<file path="src/rtl/fetch_inst_queue.sv">
// Fetch-to-decode instruction queue: two-wide compacting writes from the
// branch-prediction filter stage, up to two in-order pops per cycle by decode.
package fetch_inst_queue_pkg;
  typedef struct packed {
    logic        taken;
    logic [1:0]  btype;
    logic [31:0] target;
  } bpu_predict_t;
endpackage

module fetch_inst_queue
  import fetch_inst_queue_pkg::*;
#(
  parameter int DEPTH = 8
) (
  input  logic                    clk,
  input  logic                    rst_n,
  input  logic                    flush_i,
  input  logic [1:0]              valid_i,
  input  logic [1:0][31:0]        pc_i,
  input  logic [1:0][31:0]        inst_i,
  input  bpu_predict_t [1:0]      predict_i,
  output logic                    fifo_ready_o,
  output logic [1:0]              valid_o,
  output logic [1:0][31:0]        pc_o,
  output logic [1:0][31:0]        inst_o,
  output bpu_predict_t [1:0]      predict_o,
  input  logic [1:0]              issue_num_i
);

  localparam int PW = $clog2(DEPTH);
  localparam int CW = PW + 1;

  logic [PW-1:0] head_q, head_d;
  logic [PW-1:0] tail_q, tail_d;
  logic [CW-1:0] count_q, count_d;

  // Storage is never reset; valid_o alone qualifies the payload.
  logic [31:0]  pc_mem   [DEPTH];
  logic [31:0]  inst_mem [DEPTH];
  bpu_predict_t pred_mem [DEPTH];

  logic          wr_en;
  logic          we0, we1;
  logic [PW-1:0] widx0, widx1;
  logic [1:0]    wr_num;
  logic [1:0]    iss_clamp;
  logic [1:0]    pop_num;
  logic [PW-1:0] head_p1;

  // Readiness deliberately ignores same-cycle pops to keep it a pure register decode.
  assign fifo_ready_o = (count_q <= CW'(DEPTH - 2));
  assign wr_en        = fifo_ready_o & ~flush_i & (|valid_i);
  assign we0          = wr_en & valid_i[0];
  assign we1          = wr_en & valid_i[1];
  assign widx0        = tail_q;
  assign widx1        = valid_i[0] ? (tail_q + PW'(1)) : tail_q;

  always_comb begin
    wr_num    = 2'd0;
    iss_clamp = issue_num_i;
    pop_num   = 2'd0;
    if (wr_en) begin
      wr_num = (valid_i == 2'b11) ? 2'd2 : 2'd1;
    end
    if (issue_num_i == 2'd3) begin
      iss_clamp = 2'd2;
    end
    if (count_q < {{(CW-2){1'b0}}, iss_clamp}) begin
      pop_num = count_q[1:0];
    end else begin
      pop_num = iss_clamp;
    end
  end

  always_comb begin
    head_d  = head_q + PW'(pop_num);
    tail_d  = tail_q + PW'(wr_num);
    count_d = count_q + CW'(wr_num) - CW'(pop_num);
    if (flush_i) begin
      head_d  = '0;
      tail_d  = '0;
      count_d = '0;
    end
  end

  always_ff @(posedge clk or negedge rst_n) begin
    if (!rst_n) begin
      head_q  <= '0;
      tail_q  <= '0;
      count_q <= '0;
    end else begin
      head_q  <= head_d;
      tail_q  <= tail_d;
      count_q <= count_d;
    end
  end

  always_ff @(posedge clk) begin
    if (we0) begin
      pc_mem[widx0]   <= pc_i[0];
      inst_mem[widx0] <= inst_i[0];
      pred_mem[widx0] <= predict_i[0];
    end
    if (we1) begin
      pc_mem[widx1]   <= pc_i[1];
      inst_mem[widx1] <= inst_i[1];
      pred_mem[widx1] <= predict_i[1];
    end
  end

  // Read straight from the array: a freshly written entry appears next cycle.
  assign head_p1      = head_q + PW'(1);
  assign valid_o[0]   = (count_q >= CW'(1));
  assign valid_o[1]   = (count_q >= CW'(2));
  assign pc_o[0]      = pc_mem[head_q];
  assign pc_o[1]      = pc_mem[head_p1];
  assign inst_o[0]    = inst_mem[head_q];
  assign inst_o[1]    = inst_mem[head_p1];
  assign predict_o[0] = pred_mem[head_q];
  assign predict_o[1] = pred_mem[head_p1];

endmodule
</file>
<file path="config.mk">
export PLATFORM = sky130hd
export DESIGN_NAME = fetch_inst_queue
export DESIGN_NICKNAME = d
export VERILOG_FILES = /design/src/rtl/fetch_inst_queue.sv
export SDC_FILE = /design/constraint.sdc
export NUM_CORES = 2
export LEC_CHECK = 0
export BUFFER_PORTS_ARGS = -buffer_cell sky130_fd_sc_hd__buf_2
export CAP_MARGIN = 20
export CORE_ASPECT_RATIO = 0.8
export CORE_MARGIN = 2
export CORE_UTILIZATION = 61
export CTS_CLUSTER_SIZE = 20
export DETAILED_ROUTE_END_ITERATION = 16
export GPL_TIMING_DRIVEN = 0
export PLACE_DENSITY = 0.82
export REMOVE_ABC_BUFFERS = 1
export SYNTH_ARGS = -nofsm -noshare
export SYNTH_HDL_FRONTEND = slang
export SYNTH_SLANG_ARGS = --single-unit
</file>
<file path="constraint.sdc">
create_clock -name clk -period 11 [get_ports clk]
set_clock_uncertainty 0.05 [all_clocks]
set_input_delay 2.2 -clock clk [delete_from_list [all_inputs] [get_ports clk]]
set_output_delay 2.2 -clock clk [all_outputs]
set_load 0.01 [all_outputs]
</file>
=== Word-level counts from Yosys, hierarchy flattened ===
Memories as Yosys holds them, arrays and structs flattened.
Index checks and enable logic that the tools add are counted.

* Reduce and logical (&&, ||, !) cells: 1
* $add $sub $neg: 6
* Multiplexer cells: 12
* Magnitude comparators: 4
* Bitwise gates (word level): 5
* Equality and inequality tests: 2

{| class="wikitable"
|+ Operators with widths
! cell !! count
|-
| two-way mux 3 bit || 3
|-
| two-way mux 2 bit || 4
|-
| adder 3 x 1 -> 3 bit, second input constant || 2
|-
| adder 3 x 2 -> 3 bit || 2
|-
| adder 4 x 2 -> 4 bit || 1
|-
| AND 1 bit || 4
|-
| == test 2 bit, second input constant || 2
|-
| greater-or-equal comparator 4 x 1 -> 1 bit, second input constant || 1
|-
| greater-or-equal comparator 4 x 2 -> 1 bit, second input constant || 1
|-
| <= comparator 4 x 3 -> 1 bit, second input constant || 1
|-
| < comparator 4 x 2 -> 1 bit || 1
|-
| two-way mux 1 bit || 4
|-
| two-way mux 4 bit || 1
|-
| subtractor 4 x 2 -> 4 bit || 1
|-
| OR reduction 2 bit || 1
|-
| inverter 1 bit || 1
|}

* Memories: 3
* Bits in writable memories: 792
* Word-level logic and storage cells: 36
* Register bits: 10
* Output and inout port bits: 201
* Input port bits: 205

{| class="wikitable"
|+ Memories
! memory !! depth !! width !! rd ports !! clocked after memory_dff !! write ports !! RTL line !! source
|-
| pred_mem || 8 || 35 || 2 || 0 || 2 || 41 || <nowiki>bpu_predict_t pred_mem [DEPTH];</nowiki>
|-
| inst_mem || 8 || 32 || 2 || 0 || 2 || 40 || <nowiki>logic [31:0] inst_mem [DEPTH];</nowiki>
|-
| pc_mem || 8 || 32 || 2 || 0 || 2 || 39 || <nowiki>logic [31:0] pc_mem [DEPTH];</nowiki>
|}

=== Longest topological paths before layout ===
* Depth in word-level cells: 7
* Gate-level depth with buffers: 13

=== Least setup slack after synthesis ===
Ideal clock, no wire load.

* Kind: input-to-reg
* From: input port flush_i
* To: memory inst_mem[4][0], enable pin
* Slack: 0.295 ns
* Stages: 3
* Arrival time: 9.952 ns
* Required time: 10.247 ns
* Path through: nor3_1 -> nand3_1 -> o31ai_1

{| class="wikitable"
|+ RTL lines
! element !! RTL line !! source
|-
| start, declared || 18 || <nowiki>input logic flush_i,</nowiki>
|-
| end, declared || 40 ||
|}

==> run_results.csv <==
group,metric,value,unit
run_status,status,"finished clean",
worst_setup_path,worst-setup-path-type,"reg2out",
logic_synthesis,ys.flop_type,"edfxtp_1",
floorplan,dieArea,77300,sq um
power_and_ir_drop,p_leak,17.7,nW
cts,clk_latency,0.65,ns
drt,wl_per_cell,31.6,um
floorplan,die_h,249,um
placed_design,portBuffers,405,
timing,rsz0062_at_grt,"false",
logic_synthesis,synthTopCellsByArea,"edfxtp_1, mux2_2, mux4_2, mux2_1, buf_2",
worst_setup_path,crit_arrival,4.95,ns
drt,drc,0,
layout,layout.nets,3087,
layout,layoutNonFillerInstCount,3959,
drt,first_pass_iters,5,
drt,drtIter0Drc,2543,
global_route,antenna_found_initial,37,
floorplan,io_pins,406,
layout,drive_above_1_share,65.6,%
cts,numCtsBuffers,83,
timing,max-slew-margin-rel,36.6,%
drt,vias,27418,
timing,fmax,139,MHz
placed_design,pre_cts_ws,4.46,ns
logic_synthesis,synth_warnings,0,
cts,clockBufferDepth,3,
logic_synthesis,yosys_register_bits,802,
logic_synthesis,yosysTopAreaCellShare,51.9,%
min_path,min_path_type,"reg2reg",
power_and_ir_drop,ir_worst_vdd,189,uV
floorplan,row_count,89,
power_and_ir_drop,p_per_area,231,nW/um^2
floorplan,initial_core_util,61.8,%
logic_synthesis,mappedNetlistArea,45800,sq um
logic_synthesis,synth.distinct_cells,41,
drt,ant_nets,0,
logic_synthesis,yosys-top-cells-count,"mux2_2, edfxtp_1, mux4_2",
layout,syn2layout_area_growth,16.0,%
cts,htreeDepth,3,
logic_synthesis,seq_area_frac_synth,52.5,%
drt,viasPerCell,6.93,
flow_run,drv_cap,0,
placed_design,dp_hpwl,78.3,mm
timing,post-route-min-period,7.20,ns
logic_synthesis,synth_most_common_cell,"mux2_2",
cts,cts.clk_slew.worst_paths,0.06,ns
global_route,grt_overflow_total,0,
floorplan,core,74100,sq um
worst_setup_path,start_kind,"register",
cts,postCtsHoldBufs,0,
drt,wl,125,mm
timing,hold_violations,0,
floorplan,die_x,310,um
cts,clock-sinks,802,
timing,finalWorstSetupSlack,3.80,ns
logic_synthesis,avgSynthCellArea,18.5,sq um
logic_synthesis,async_reset_ff_share,1.25,%
logic_synthesis,syn_inst,2479,
global_route,grt_max_degree,60,
logic_synthesis,yosys.area.top_type,"edfxtp_1",
worst_setup_path,critPathRequiredTime,8.75,ns
timing,setup_viol_count_final,0,
global_route,grt_pass1_vias,29420,
timing,min_period_over_period,65.5,%
timing,worst_pin_slew,0.951,ns
global_route,grt_pass1_wl,186,mm
cts,cts_tree,"yes",
placed_design,gp_congestion,0.775,
timing,slew_viol_final,0,
cts,cts-root-buf,"clkbuf_16",
layout,fillers,4416,
cts,postCtsSetupBuffers,0,
worst_setup_path,endpoint_kind,"output pin",
worst_setup_path,crit_path_max_fanout,56,
global_route,track_usage,32.7,%
cts,cts_resized,0,
placed_design,placed_cells,3783,
logic_synthesis,synth_edf_count,792,
## power by group
| part | internal (mW) | total, mW | switching (mW) |
|---|---|---|---|
| logic | 3.02 | 5.81 | 2.79 |
| clock network | 1.53 | 2.71 | 1.18 |
| registers | 3.57 | 3.73 | 0.161 |
## logic make-up after synthesis
group / Yosys count / synth area share, %
AOI/OAI and AO/OA: 21 / 0.322
xor gates and xnor gates: 6 / 0.115
adders and majority gates: 15 / 0.475
buffers and inverters: 204 / 2.22
DFF: 802 / 52.5
muxes: 1386 / 43.8
and+or+nand+nor: 45 / 0.560
## routing by layer
metal  track usage (%)  routed length [um]  up-vias
met5                 0                 184        -
met4              11.3                3800       30
met3              8.12               11800      287
met2              54.2               63200     1389
met1              42.4               46000    14442
li1                  -                   -    11270
## placed cells by master, fill, tap and decap left out, types with 7 or more instances in the layout
master,count
nor2_1,7
clkinv_1,19
inv_1,8
clkbuf_16,86
mux2_1,99
mux4_2,396
buf_12,27
edfxtp_1,792
diode_2,26
dfrtp_1,7
clkinv_2,15
nor2b_1,7
mux2_2,891
buf_16,54
ha_1,10
clkbuf_1,20
buf_2,405
buf_8,12
## final cells by class
| type | instances | area [sq um] | area share, % |
|---|---|---|---|
| flip-flops and latches | 802 | 24000 | 45.3 |
| multi-input cells | 1473 | 20900 | 39.4 |
| repair buffers | 499 | 4250 | 7.99 |
| clock buffers | 106 | 2230 | 4.19 |
| well taps | 1001 | 1250 | 2.36 |
| clock inverters | 44 | 339 | 0.638 |
| diodes | 26 | 65.1 | 0.122 |
| inverters | 8 | 30.0 | 0.0565 |
## critical path, stage by stage, from the launching register on
cell and delay [ns]:
dfrtp_4 0.84, buf_16 0.36, buf_16 0.36, buf_16 0.34, ha_4 0.52, buf_16 0.37, buf_16 0.33, mux4_2 0.57
mux2_2 0.29, buf_2 0.16
## metrics by stage
step                utilization [%]  total power [mW]  setup TNS [ns]  hold slack, ns  area [sq um]
finish                         71.7              12.2               0           0.625         53100
global route                   71.7              12.7               0           0.651         53100
detailed placement             68.2              9.56               0           0.592         50500
CTS                            71.6              12.3               0           0.604         53100
global placement               64.9              10.5               -           0.540         48100
floorplan                         -              8.97        -1994.76           0.495         44800
## worst paths after layout
path | start | to | slack [ns] | cells past startpoint
setup / recovery | head_q[0] | inst_o[35] | 3.80 | 9
hold / removal | tail_q[2] | tail_q[2] | 0.62 | 2
setup reg to reg | tail_q[0] | pred_mem[5][19] | 6.80 | 9
hold reg to reg | tail_q[2] | tail_q[2] | 0.62 | 2
max in group asynchronous | rst_n | head_q[0] | 9.32 | 1
min in group asynchronous | rst_n | count_q[2] | 1.36 | 1
## registers in the layout (all words and copies together), names as in the netlist
register	flops
count_q	4
head_q	3
inst_mem	256
pc_mem	256
pred_mem	280
tail_q	3
Note: power is estimated with default switching activity, not from simulation.
